`src/rtl/idft_axi4lite_slave.sv`:
```
// rtl/idft_axi4lite_slave.sv - AXI4-lite responder converting bus transactions into single-cycle register-bus accesses
//
// Purpose: slave end of the AXI4-lite bus in front of the IDFT register file.
//   Each accepted write or read becomes a single-cycle pulse on the register bus.
//   One transaction can be outstanding per direction.
//
// Ports:
//   clk_i, rst_ni            clock, asynchronous active-low reset
//   i_axi_aw*/o_axi_awready  write address channel
//   i_axi_w*/o_axi_wready    write data channel (DW data, DW/8 strobes)
//   o_axi_b*/i_axi_bready    write response channel
//   i_axi_ar*/o_axi_arready  read address channel
//   o_axi_r*/i_axi_rready    read data channel
//   o_reg_wr_*               register write pulse, word index, data, byte enables
//   o_reg_rd_*               register read pulse and word index
//   i_reg_rd_data            register read data, valid the cycle after o_reg_rd_en
module idft_axi4lite_slave #(
  parameter int          AW        = 32,
  parameter int          DW        = 64,
  parameter logic [31:0] ADDR_SPAN = 32'h0000_1000,
  parameter int          RW        = 9
) (
  input  logic            clk_i,
  input  logic            rst_ni,
  input  logic [AW-1:0]   i_axi_awaddr,
  input  logic            i_axi_awvalid,
  output logic            o_axi_awready,
  input  logic [DW-1:0]   i_axi_wdata,
  input  logic [DW/8-1:0] i_axi_wstrb,
  input  logic            i_axi_wvalid,
  output logic            o_axi_wready,
  output logic [1:0]      o_axi_bresp,
  output logic            o_axi_bvalid,
  input  logic            i_axi_bready,
  input  logic [AW-1:0]   i_axi_araddr,
  input  logic            i_axi_arvalid,
  output logic            o_axi_arready,
  output logic [DW-1:0]   o_axi_rdata,
  output logic [1:0]      o_axi_rresp,
  output logic            o_axi_rvalid,
  input  logic            i_axi_rready,
  output logic            o_reg_wr_en,
  output logic [RW-1:0]   o_reg_wr_idx,
  output logic [DW-1:0]   o_reg_wr_data,
  output logic [DW/8-1:0] o_reg_wr_strb,
  output logic            o_reg_rd_en,
  output logic [RW-1:0]   o_reg_rd_idx,
  input  logic [DW-1:0]   i_reg_rd_data
);

  localparam int          OFF    = $clog2(DW/8);
  localparam logic [AW-1:0] SPAN = AW'(ADDR_SPAN);
  localparam logic [1:0]  OKAY   = 2'b00;
  localparam logic [1:0]  SLVERR = 2'b10;

  typedef enum logic [1:0] {W_IDLE, W_ISSUE, W_RESP} wstate_t;
  typedef enum logic [1:0] {R_IDLE, R_ISSUE, R_WAIT, R_RESP} rstate_t;

  wstate_t r_wstate, w_wstate_nxt;
  rstate_t r_rstate, w_rstate_nxt;

  logic            r_aw_cap, r_w_cap;
  logic [AW-1:0]   r_awaddr;
  logic [DW-1:0]   r_wdata;
  logic [DW/8-1:0] r_wstrb;
  logic [1:0]      r_bresp;

  logic [AW-1:0]   r_araddr;
  logic [DW-1:0]   r_rdata;
  logic [1:0]      r_rresp;

  logic w_aw_hs, w_w_hs, w_ar_hs;
  logic w_wr_in_range, w_rd_in_range;
  logic w_wr_en, w_rd_en;

  assign w_wr_in_range = (r_awaddr < SPAN);
  assign w_rd_in_range = (r_araddr < SPAN);

  // ---------------- write FSM ----------------
  always_comb begin
    w_wstate_nxt  = r_wstate;
    o_axi_awready = 1'b0;
    o_axi_wready  = 1'b0;
    o_axi_bvalid  = 1'b0;
    w_wr_en       = 1'b0;
    case (r_wstate)
      W_IDLE: begin
        o_axi_awready = !r_aw_cap;
        o_axi_wready  = !r_w_cap;
        // Count a handshake happening this cycle so the issue follows immediately.
        if ((r_aw_cap || (i_axi_awvalid && !r_aw_cap)) &&
            (r_w_cap  || (i_axi_wvalid  && !r_w_cap)))
          w_wstate_nxt = W_ISSUE;
      end
      W_ISSUE: begin
        w_wr_en      = w_wr_in_range;
        w_wstate_nxt = W_RESP;
      end
      W_RESP: begin
        o_axi_bvalid = 1'b1;
        if (i_axi_bready) w_wstate_nxt = W_IDLE;
      end
      default: w_wstate_nxt = W_IDLE;
    endcase
  end

  assign w_aw_hs = i_axi_awvalid && o_axi_awready;
  assign w_w_hs  = i_axi_wvalid  && o_axi_wready;

  always_ff @(posedge clk_i or negedge rst_ni) begin
    if (!rst_ni) begin
      r_wstate <= W_IDLE;
      r_aw_cap <= 1'b0;
      r_w_cap  <= 1'b0;
      r_awaddr <= '0;
      r_wdata  <= '0;
      r_wstrb  <= '0;
      r_bresp  <= OKAY;
    end else begin
      r_wstate <= w_wstate_nxt;
      if (w_aw_hs) begin
        r_aw_cap <= 1'b1;
        r_awaddr <= i_axi_awaddr;
      end
      if (w_w_hs) begin
        r_w_cap <= 1'b1;
        r_wdata <= i_axi_wdata;
        r_wstrb <= i_axi_wstrb;
      end
      if (r_wstate == W_ISSUE)
        r_bresp <= w_wr_in_range ? OKAY : SLVERR;
      if (r_wstate == W_RESP && i_axi_bready) begin
        r_aw_cap <= 1'b0;
        r_w_cap  <= 1'b0;
      end
    end
  end

  // ---------------- read FSM ----------------
  always_comb begin
    w_rstate_nxt  = r_rstate;
    o_axi_arready = 1'b0;
    o_axi_rvalid  = 1'b0;
    w_rd_en       = 1'b0;
    case (r_rstate)
      R_IDLE: begin
        o_axi_arready = 1'b1;
        if (i_axi_arvalid) w_rstate_nxt = R_ISSUE;
      end
      R_ISSUE: begin
        if (!w_rd_in_range) begin
          w_rstate_nxt = R_RESP;
        end else if (!w_wr_en) begin
          // Yield to a concurrent write so the read observes the new value.
          w_rd_en      = 1'b1;
          w_rstate_nxt = R_WAIT;
        end
      end
      R_WAIT: w_rstate_nxt = R_RESP;
      R_RESP: begin
        o_axi_rvalid = 1'b1;
        if (i_axi_rready) w_rstate_nxt = R_IDLE;
      end
      default: w_rstate_nxt = R_IDLE;
    endcase
  end

  assign w_ar_hs = i_axi_arvalid && o_axi_arready;

  always_ff @(posedge clk_i or negedge rst_ni) begin
    if (!rst_ni) begin
      r_rstate <= R_IDLE;
      r_araddr <= '0;
      r_rdata  <= '0;
      r_rresp  <= OKAY;
    end else begin
      r_rstate <= w_rstate_nxt;
      if (w_ar_hs) r_araddr <= i_axi_araddr;
      if (r_rstate == R_ISSUE && !w_rd_in_range) begin
        r_rdata <= '0;
        r_rresp <= SLVERR;
      end
      if (r_rstate == R_WAIT) begin
        r_rdata <= i_reg_rd_data;
        r_rresp <= OKAY;
      end
    end
  end

  assign o_axi_bresp   = r_bresp;
  assign o_axi_rdata   = r_rdata;
  assign o_axi_rresp   = r_rresp;
  assign o_reg_wr_en   = w_wr_en;
  assign o_reg_wr_idx  = r_awaddr[RW+OFF-1:OFF];
  assign o_reg_wr_data = r_wdata;
  assign o_reg_wr_strb = r_wstrb;
  assign o_reg_rd_en   = w_rd_en;
  assign o_reg_rd_idx  = r_araddr[RW+OFF-1:OFF];

endmodule

```
`config.mk`:
```
export PLATFORM = sky130hd
export DESIGN_NAME = idft_axi4lite_slave
export DESIGN_NICKNAME = d
export VERILOG_FILES = /design/src/rtl/idft_axi4lite_slave.sv
export SDC_FILE = /design/constraint.sdc
export NUM_CORES = 1
export LEC_CHECK = 0
export CORE_AREA = 5 5 142 144
export CTS_BUF_LIST = sky130_fd_sc_hd__clkbuf_8
export DETAILED_ROUTE_END_ITERATION = 8
export DIE_AREA = 0 0 147 149
export HOLD_SLACK_MARGIN = 0.1
export PLACE_DENSITY = 0.79
export SLEW_MARGIN = 20
export SYNTH_ARGS = -nofsm -noshare
export SYNTH_HDL_FRONTEND = slang
export SYNTH_SLANG_ARGS = --single-unit
```
`constraint.sdc`:
```
create_clock -name clk_i -period 5.1 [get_ports clk_i]
set_clock_uncertainty 0.05 [all_clocks]
set_input_delay 0.765 -clock clk_i [delete_from_list [all_inputs] [get_ports clk_i]]
set_output_delay 0.765 -clock clk_i [all_outputs]
set_load 0.02 [all_outputs]
```
# Word-level counts from Yosys, hierarchy flattened
# Index checks and enable logic that the tools add are counted.
# classes
order_cmp	2
reduce_logical	20
muxes	26
n_eq_ne	10
# ops
op	count
$mux W64	2
$lt A32 B13 Y1 const B	2
$mux W2	9
$mux W1	13
$logic_and A1 B1 Y1	8
$ne A2 B2 Y1 const B	4
$pmux W2 S4	1
$eq A2 B2 Y1 const B	3
$pmux W2 S3	1
$reduce_bool A2 Y1	3
$eq A2 B1 Y1 const B	2
$logic_not A2 Y1	2
$logic_not A1 Y1	3
$ne A3 B3 Y1 const B	1
$reduce_and A3 Y1	1
$logic_or A1 B1 Y1	2
$reduce_and A2 Y1	1
# word_totals
regBits	210
word_cells	69
inputBits	207
out_inout_bits	165

# Logic depth before layout (Yosys ltp)
# Gate-level depths: netlist of run 1.
# depth
word_depth	6
mapped_depth	7
depth_no_buf	6

# Worst setup path after synthesis of run 1
# No wires, ideal clock.
# synth_timing
kind	register -> output
startpoint	register r_araddr[20]
endpoint	output port o_reg_rd_en
n_path_buf	0
arrival_time_ns	1.535
path_stages_with_launch	4
required_ns	4.285
path_slack_ns	2.750
cell_sequence	dfrtp_1 nor4_1 nand3_1 nor4b_1
# synth_via
elab_chain_len	3
# synth_rtl
item	line	rtl
start, declared	68	logic [AW-1:0] r_araddr;
start signal, assigned	178	if (w_ar_hs) r_araddr <= i_axi_araddr;
$lt A32 B13 Y1	77	assign w_rd_in_range = (r_araddr < SPAN);
$mux W1	151	if (!w_rd_in_range) begin
$mux W1	145	case (r_rstate)
end, declared	46	output logic o_reg_rd_en,
# Every way passes these cells.

# Worst setup path after layout of run 1
# layout_timing
startpoint	register r_awaddr[29]
endpoint	output port o_reg_wr_en
# layout_via
elab_chain_len	2
# layout_rtl
item	line	rtl
start, declared	63	logic [AW-1:0] r_awaddr;
start signal, assigned	123	r_awaddr <= i_axi_awaddr;
$lt A32 B13 Y1	76	assign w_wr_in_range = (r_awaddr < SPAN);
$mux W1	86	case (r_wstate)
end, declared	42	output logic o_reg_wr_en,
# Every way passes these cells.

==> results of run 1 <==
how the worst max path moves through the flow:
stage	from	to	slack, ns	depth (start not counted)
2_1_floorplan	r_araddr[20]$_DFFE_PN0P_	o_reg_rd_en	2.75	3
3_3_place_gp	r_awaddr[12]$_DFFE_PN0P_	o_reg_wr_en	2.34	4
3_5_place_dp	r_awaddr[29]$_DFFE_PN0P_	o_reg_wr_en	2.28	4
4_1_cts	r_awaddr[29]$_DFFE_PN0P_	o_reg_wr_en	1.73	4
5_1_grt	r_araddr[17]$_DFFE_PN0P_	o_reg_rd_en	1.61	4
6_report	r_awaddr[29]$_DFFE_PN0P_	o_reg_wr_en	1.83	4
cell type report:
| class | instances | area, µm² |
|---|---|---|
| clock buffers | 43 | 592 |
| clock inverters | 13 | 76.3 |
| fillers | 1430 | 6260 |
| inverters | 7 | 26.3 |
| multi-input cells | 366 | 2600 |
| flip-flops and latches | 202 | 5050 |
| well taps | 234 | 293 |
| repair buffers | 367 | 3680 |
Yosys cell counts (all sizes together), types with 2 or more instances:
library cell  count  area [µm²]
clkbuf           16        60.1
o22ai             2        12.5
dfrtp           202        5050
nor4              9        56.3
nand2           130         488
o21ai            66         330
buf              39         270
and2              2        12.5
nor3              4        31.3
ha                4        50.1
mux2            131        1480
a21oi             4        20.0
nor2              3        11.3
inv               7        26.3
through the flow:
stage / instance area, µm² / util / hold WS, ns
finish: 12300 / 0.663 / 0.281
global route: 12300 / 0.663 / 0.355
CTS: 12300 / 0.663 / 0.410
detailed placement: 11700 / 0.627 / 0.424
global placement: 11700 / 0.627 / 0.416
floorplan: 7980 / - / 0.408
cell families (layout without fill, tap and decap cells):
| kind of cell | Yosys count | in the layout | synth area share |
|---|---|---|---|
| adders and majority gates | 4 | 4 | 0.00627 |
| other | 1 | 2 | 0.000470 |
| DFF | 202 | 202 | 0.633 |
| buffers and inverters | 62 | 430 | 0.0447 |
| muxes | 132 | 132 | 0.187 |
| AOI/OAI and AO/OA | 73 | 73 | 0.0470 |
| and+or+nand+nor | 155 | 155 | 0.0815 |
per-layer routing:
layer  routed length (µm)  part of all wire  vias up  track usage
met5                    0                 0        -            0
met3                 1860             0.082       39       0.0690
met1                 8320              0.37     2919        0.219
met4                  588             0.026        0       0.0699
li1                     -                 -     2804            -
met2                11800              0.52      241        0.363
registers in the layout, summed over array words and instances, names as in the netlist:
signal	count
o_axi_bresp	1
o_axi_rdata	64
o_axi_rresp	1
o_reg_wr_data	64
o_reg_wr_strb	8
r_araddr	29
r_aw_cap	1
r_awaddr	29
r_rstate	2
r_w_cap	1
r_wstate	2
worst max-delay path: cells and delay by family, from the launching register on:
| kind | cells | cell delay, ns |
|---|---|---|
| and+or+nand+nor | 3 | 0.89 |
| buffers and inverters | 1 | 0.69 |
| DFF | 1 | 0.38 |
where the power goes:
group	switching [W]	internal, W
Combinational	0.00180	0.00172
Sequential	0.000375	0.00236
Clock	0.000606	0.000801
==> results.cfg, run 1 <==
[floorplanning]
start_util = 0.429
die_y_um = 149
die-width_um = 147
fp-row-count = 50
die_area_um2 = 21900
core-area_um2 = 18600
ios = 372

[logic_synthesis]
synthesis.area_um2 = 7980
seq_area_frac_synth = 0.633
ys_ff_latch = 202
synth.distinct_cells = 29
synthesis.instances = 629
synthFlopType = dfrtp_1
synthArstFlopShare = 1.00
yosysWarnings = 0
synth.avg_cell_area_um2 = 12.7
synth_edf_count = 0

[grt]
grt_pass1_wl_um = 35000
grt_max_degree = 128
grt.overflow.total = 0
first_global_vias = 6415
grt_use_total = 0.200
antenna_found_initial = 0

[clock_network]
htree_levels = 2
clk_pin_slew_worst_paths_ns = 0.06
ctsRootBufferMaster = clkbuf_8
cts_buffers = 35
post_cts_buffers = 0
clock-sinks = 202
clock_latency_ns = 0.49
cts_resized = 0
cts_tree = yes
ctsHoldBuffers = 0
cts_max_path_buffers = 3

[route]
routed_wirelength_um = 22600
wire_per_inst_um = 18.3
first_pass_iters = 4
via_per_inst = 4.87
ant_nets = 0
drtIter0Drc = 182
drc_errors = 0
vias = 6003

[sta]
fmax_mhz = 306
grt_setup_unrepaired = no
tns_ns = 0
maxSlewViolCount = 0
worst_pin_slew_ns = 1.00
post-route-period-util = 0.641
fin_crit_ns = 3.27
finalSetupViolations = 0
layout_setup_ws_ns = 1.83
relSlewSlack = 0.331
hold_viol_final = 0

[power_and_ir_drop]
cellPowerDensity_nw_per_um2 = 621
finalPower_w = 0.00766
leakagePower_nw = 5.25
ir_drop_uv = 332

[critical_path]
critPathArrivalTime_ns = 2.46
start_kind = flip-flop
crit_slowest_cell = clkdlybuf4s50_1
reg2reg_slack_ns = 2.68
crit_path_cell_trace = nor4_1, nand4_1, nor3_4, clkdlybuf4s50_1
r2r_cells = 6
reg2reg_to = o_axi_rdata[3]$_DFFE_PN0P_
worstPathRequired_ns = 4.28
r2r_start = r_araddr[30]$_DFFE_PN0P_
path_max_fanout = 4
crit_type = flip-flop to output port
crit_path_end_kind = output port
max_stage_delay_ns = 0.69

[layout]
stdcell_count = 1232
final_nets = 1190
diodes = 0
syn2layout_area_growth_pct = 54.4
drive_gt1_frac = 0.0952
final_common_cell = clkdlybuf4s50_1
layout_common_cells = clkdlybuf4s50_1, dfrtp_1, nand2_1

[status]
status = completed

[place]
gp_congestion = 0.818
place_inst = 1176
placement.io_buffers = 363
dpl_worst_slack_ns = 2.28
place_hpwl_um = 16900

[job]
maxCapViolCount = 0

[min_path]
hold_path_class = input pin to async pin
(Power assumes the default switching activity.)
==> run 2: changes to the inputs <==
- CORE_AREA: 5 5 142 144 -> unset
- CORE_MARGIN: unset -> 5
- CORE_UTILIZATION: unset -> 43
- DIE_AREA: 0 0 147 149 -> unset
- clock period: 5.1 -> 3.3 ns (I/O delays scaled with it)
==> run 2 against run 1 <==
Cell count grew 0.49%; final area grew 0.87%; highest routed layer unchanged; largest power group unchanged; die area shrank 2.4%; largest cell class unchanged; clock-buffer cell count is the same; critical path depth is the same.
==> results.cfg, run 2 (synthesis gave the netlist of run 1 again) <==
[critical_path]
worstPathRequired_ns = 2.75
crit_slowest_cell = clkdlybuf4s50_1
path_max_fanout = 3
start_kind = flip-flop
crit_path_cell_trace = nor4_1, nand3_1, nor4b_1, clkdlybuf4s50_1
path_buf_inv = 1
critPathArrivalTime_ns = 2.44
crit_type = flip-flop to output port
critPathTopFamily = simple AND/OR/NAND/NOR gates
crit_path_end_kind = output port
max_stage_delay_ns = 0.69

[floorplanning]
die_area_um2 = 21400
start_util = 0.440
die-width_um = 146
die_y_um = 146
ios = 372
fp-row-count = 49
core-area_um2 = 18100

[sta]
relSlewSlack = 0.524
layout_setup_ws_ns = 0.315
grt_setup_unrepaired = no
maxSlewViolCount = 0
tns_ns = 0
finalSetupViolations = 0
post-route-period-util = 0.904
fin_crit_ns = 2.98
worst_pin_slew_ns = 0.714
fmax_mhz = 335
hold_viol_final = 0

[status]
status = completed

[place]
place_hpwl_um = 17100
gp_congestion = 0.813
placement.io_buffers = 363
dpl_worst_slack_ns = 0.815

[power_and_ir_drop]
swShare = 0.363
finalPower_w = 0.0119
leakagePower_nw = 5.31
seqPwrFrac = 0.352
intPower_w = 0.00760
power_switching_w = 0.00433
ir_drop_uv = 618
clockPowerShare = 0.185
combPwrFrac = 0.463
cellPowerDensity_nw_per_um2 = 959

[layout]
syn2layout_area_growth_pct = 55.8
final_common_cell = clkdlybuf4s50_1
layout_common_cells = clkdlybuf4s50_1, dfrtp_1, nand2_1
final_nets = 1196
drive_gt1_frac = 0.100

[grt]
grt_pass1_wl_um = 35900
grt_use_total = 0.211
grt.overflow.total = 0
grt_max_degree = 77
first_global_vias = 6425
antenna_found_initial = 1

[min_path]
hold_path_class = flip-flop to flip-flop

[clock_network]
cts_tree = yes
post_cts_buffers = 0
cts_buffers = 35
htree_levels = 2
clock-sinks = 202
cts_max_path_buffers = 3
ctsRootBufferMaster = clkbuf_8
clock_latency_ns = 0.49
clk_pin_slew_worst_paths_ns = 0.06

[route]
via_per_inst = 4.83
ant_nets = 0
routed_wirelength_um = 22600
first_pass_iters = 6
drtIter0Drc = 189
vias = 5981
wire_per_inst_um = 18.3
drc_errors = 0

[job]
maxCapViolCount = 0
run 2: cell types whose count changed in the layout (fill, tap and decap cells not counted), sizes merged:
cell	previous run	this run
buf	5	9
clkinv	1	3
inv	18	20
clkbuf	43	44
dlygate4sd3	0	1
diode	0	1
run 2: what timing repair did:
action	in CTS	in global routing
hold buffers	1	0
endpoints found under the hold margin	62	0
gates resized for setup	0	0
run 2: metrics by stage:
step                      hold WS (ns)  instance area, µm²  cells   util
final                            0.429               12400   1238  0.685
after global routing             0.444               12400   1238  0.685
after CTS                        0.436               12400   1237  0.685
after detailed placement         0.424               11700   1176  0.647
after global placement           0.416               11700   1176  0.647
after floorplan                  0.149                7980    630      -
run 2: final timing paths:
check | startpoint | endpoint | slack, ns | cells after the start
worst max-delay path | r_araddr[17]$_DFFE_PN0P_ | o_reg_rd_en | 0.32 | 4
worst min-delay path | o_reg_wr_data[40]$_DFFE_PN0P_ | o_reg_wr_data[40]$_DFFE_PN0P_ | 0.43 | 1
worst max register to register | r_araddr[17]$_DFFE_PN0P_ | o_axi_rdata[41]$_DFFE_PN0P_ | 1.19 | 6
worst min register to register | o_reg_wr_data[40]$_DFFE_PN0P_ | o_reg_wr_data[40]$_DFFE_PN0P_ | 0.43 | 1
max in group asynchronous | rst_ni | r_awaddr[18]$_DFFE_PN0P_ | 1.87 | 3
min in group asynchronous | rst_ni | o_axi_rdata[29]$_DFFE_PN0P_ | 0.52 | 2
run 2: power groups by stage:
stage / Sequential [W] / Clock, W / Combinational, W
CTS: 0.00421 / 0.00228 / 0.00559
detailed placement: 0.00425 / 0 / 0.00557
global placement: 0.00418 / 0 / 0.00549
global route: 0.00436 / 0.00241 / 0.00590
floorplan: 0.00510 / 0 / 0.00217
finish: 0.00420 / 0.00220 / 0.00552
run 2: per-layer routing:
layer | share of wire | global-route usage | routed length, µm | vias to the layer above
met1 | 0.38 | 0.242 | 8620 | 2859
met2 | 0.50 | 0.359 | 11300 | 244
li1 | - | - | - | 2824
met3 | 0.083 | 0.0762 | 1890 | 54
met5 | 0 | 0 | 0 | -
met4 | 0.035 | 0.0847 | 793 | 0
run 2: area by class of cell:
| cell class | instances | area (µm²) |
|---|---|---|
| fill | 1368 | 5720 |
| sequential | 202 | 5050 |
| timing repair buffer | 373 | 3780 |
| multi-input combinational | 366 | 2600 |
| clock buffer | 43 | 592 |
| tap | 229 | 287 |
| clock inverter | 17 | 93.8 |
| inverter | 7 | 26.3 |
| antenna | 1 | 2.50 |
==> run 3: changes to the inputs <==
--- a/config.mk
+++ b/config.mk
@@ -11,5 +11,5 @@
 export DETAILED_ROUTE_END_ITERATION = 8
 export HOLD_SLACK_MARGIN = 0.1
-export PLACE_DENSITY = 0.79
+export PLACE_DENSITY = 0.91
 export SLEW_MARGIN = 20
 export SYNTH_ARGS = -nofsm -noshare
==> constraint.sdc (replaced) <==
create_clock -name clk_i -period 3.3 [get_ports clk_i]
set_clock_uncertainty 0.05 [all_clocks]
set_input_delay 0.66 -clock clk_i [delete_from_list [all_inputs] [get_ports clk_i]]
set_output_delay 0.66 -clock clk_i [all_outputs]
set_load 0.02 [all_outputs]
==> run 3 against run 2 <==
Clock power is 4% lower; routed wire length is 4.3% higher; sequential share of layout area is 0.19 points higher; clock-buffer cell count stayed put; utilization is 0.32 points lower; critical path depth is 1 higher; sequential cell count stayed put; non-clock buffer count stayed put; via count is 2.2% higher; final area is 0.47% lower; critical endpoint unchanged; largest power group unchanged.
==> results.cfg, run 3 (synthesis gave the netlist of run 1 again) <==
[status]
status = completed

[floorplanning]
core-area_um2 = 18100
start_util = 0.440
die_y_um = 146
die_area_um2 = 21400
die-width_um = 146
ios = 372
fp-row-count = 49

[grt]
grt_use_total = 0.216
grt_pass1_wl_um = 37100
grt_max_degree = 131
grt.overflow.total = 0
antenna_found_initial = 0
first_global_vias = 6622

[power_and_ir_drop]
power_switching_w = 0.00440
combPwrFrac = 0.466
intPower_w = 0.00751
clockPowerShare = 0.177
swShare = 0.369
ir_drop_uv = 584
seqPwrFrac = 0.357
cellPowerDensity_nw_per_um2 = 962
leakagePower_nw = 5.31

[clock_network]
clock_latency_ns = 0.49
cts_buffers = 35
ctsRootBufferMaster = clkbuf_8
htree_levels = 2
ctsHoldBuffers = 0
clk_pin_slew_worst_paths_ns = 0.06
clock-sinks = 202
cts_tree = yes
cts_max_path_buffers = 3

[sta]
relSlewSlack = 0.549
fin_crit_ns = 2.89
fmax_mhz = 346
grt_setup_unrepaired = no
post-route-period-util = 0.876
maxSlewViolCount = 0
tns_ns = 0
hold_viol_final = 0
finalSetupViolations = 0
worst_pin_slew_ns = 0.676

[critical_path]
path_max_fanout = 4
max_stage_delay_ns = 0.39
crit_path_cell_trace = nor4_1, nand4_1, nor3_4, nor4b_2, dlymetal6s2s_1
critPathArrivalTime_ns = 2.18
r2r_cells = 5
r2r_start = r_awaddr[12]$_DFFE_PN0P_
crit_type = flip-flop to output port
start_kind = flip-flop
crit_path_end_kind = output port
reg2reg_to = r_rstate[1]$_DFFE_PN0P_
crit_slowest_cell = nor4_1
reg2reg_slack_ns = 1.26
worstPathRequired_ns = 2.59

[layout]
drive_gt1_frac = 0.0988
final_cell_area_um2 = 12400
final_nets = 1196
nFillCells = 1246
diodes = 0
multi_input_area_um2 = 2610
syn2layout_area_growth_pct = 55.0
regArea_um2 = 5050
layout_common_cells = clkdlybuf4s50_1, dfrtp_1, nand2_1
final_common_cell = clkdlybuf4s50_1

[route]
routed_wirelength_um = 23600
drtIter0Drc = 244
vias = 6114
drc_errors = 0
ant_nets = 0
first_pass_iters = 4
via_per_inst = 4.97
wire_per_inst_um = 19.2

[job]
maxCapViolCount = 0

[place]
placement.io_buffers = 363
place_area_um2 = 11700
place_hpwl_um = 17400
gp_congestion = 0.829

[min_path]
hold_path_class = input pin to async pin
==> run 3: timing repair <==
item / 4_1_cts / 5_1_grt
setup buffers: 0 / 0
gates resized for setup: 1 / 2
endpoints found under the setup margin: 1 / 2
==> run 3: area by class of cell <==
class | instances | area share
clock inverters | 11 | 0.00334
repair buffers | 373 | 0.304
clock buffers | 43 | 0.0478
well taps | 229 | 0.0232
flip-flops and latches | 202 | 0.409
multi-input cells | 366 | 0.211
inverters | 7 | 0.00212
==> run 3: worst max-delay path by stage <==
stage,cells past startpoint,endpoint,slack [ns],from
after global routing,5,o_reg_rd_en,0.31,r_awaddr[12]$_DFFE_PN0P_
final,5,o_reg_rd_en,0.41,r_awaddr[12]$_DFFE_PN0P_
after detailed placement,4,o_reg_rd_en,0.55,r_araddr[30]$_DFFE_PN0P_
after floorplan,3,o_reg_rd_en,1.06,r_araddr[20]$_DFFE_PN0P_
after global placement,4,o_reg_rd_en,0.58,r_araddr[30]$_DFFE_PN0P_
after CTS,4,o_reg_wr_en,0.01,r_awaddr[12]$_DFFE_PN0P_
==> run 3: critical path, delay by kind of cell (launching register included) <==
kind | cells | cell delay [ns]
simple gates | 4 | 1.09
flops | 1 | 0.38
buf+inv | 1 | 0.22
==> run 3: through the flow <==
| stage | cells | power (W) | util | hold WS (ns) | worst slack (ns) |
|---|---|---|---|---|---|
| floorplan | 630 | 0.00728 | - | 0.314 | 1.06 |
| global placement | 1177 | 0.00960 | 0.646 | 0.416 | 0.584 |
| detailed placement | 1177 | 0.00985 | 0.646 | 0.424 | 0.551 |
| CTS | 1231 | 0.0120 | 0.682 | 0.167 | 0.0133 |
| global route | 1231 | 0.0126 | 0.682 | 0.196 | 0.308 |
| finish | 1231 | 0.0119 | 0.682 | 0.173 | 0.410 |
==> run 3: metal layers <==
metal / wire (µm) / vias up / track usage
li1: - / 2809 / -
met1: 8550 / 2963 / 0.234
met2: 12100 / 276 / 0.385
met3: 1920 / 66 / 0.0741
met4: 965 / 0 / 0.0913
met5: 0 / - / 0
==> run 3: power groups by stage <==
stage / Combinational [W] / Sequential, W / Clock [W]
finish: 0.00555 / 0.00425 / 0.00211
global route: 0.00589 / 0.00440 / 0.00229
CTS: 0.00561 / 0.00426 / 0.00216
detailed placement: 0.00557 / 0.00428 / 0
global placement: 0.00542 / 0.00418 / 0
floorplan: 0.00217 / 0.00510 / 0
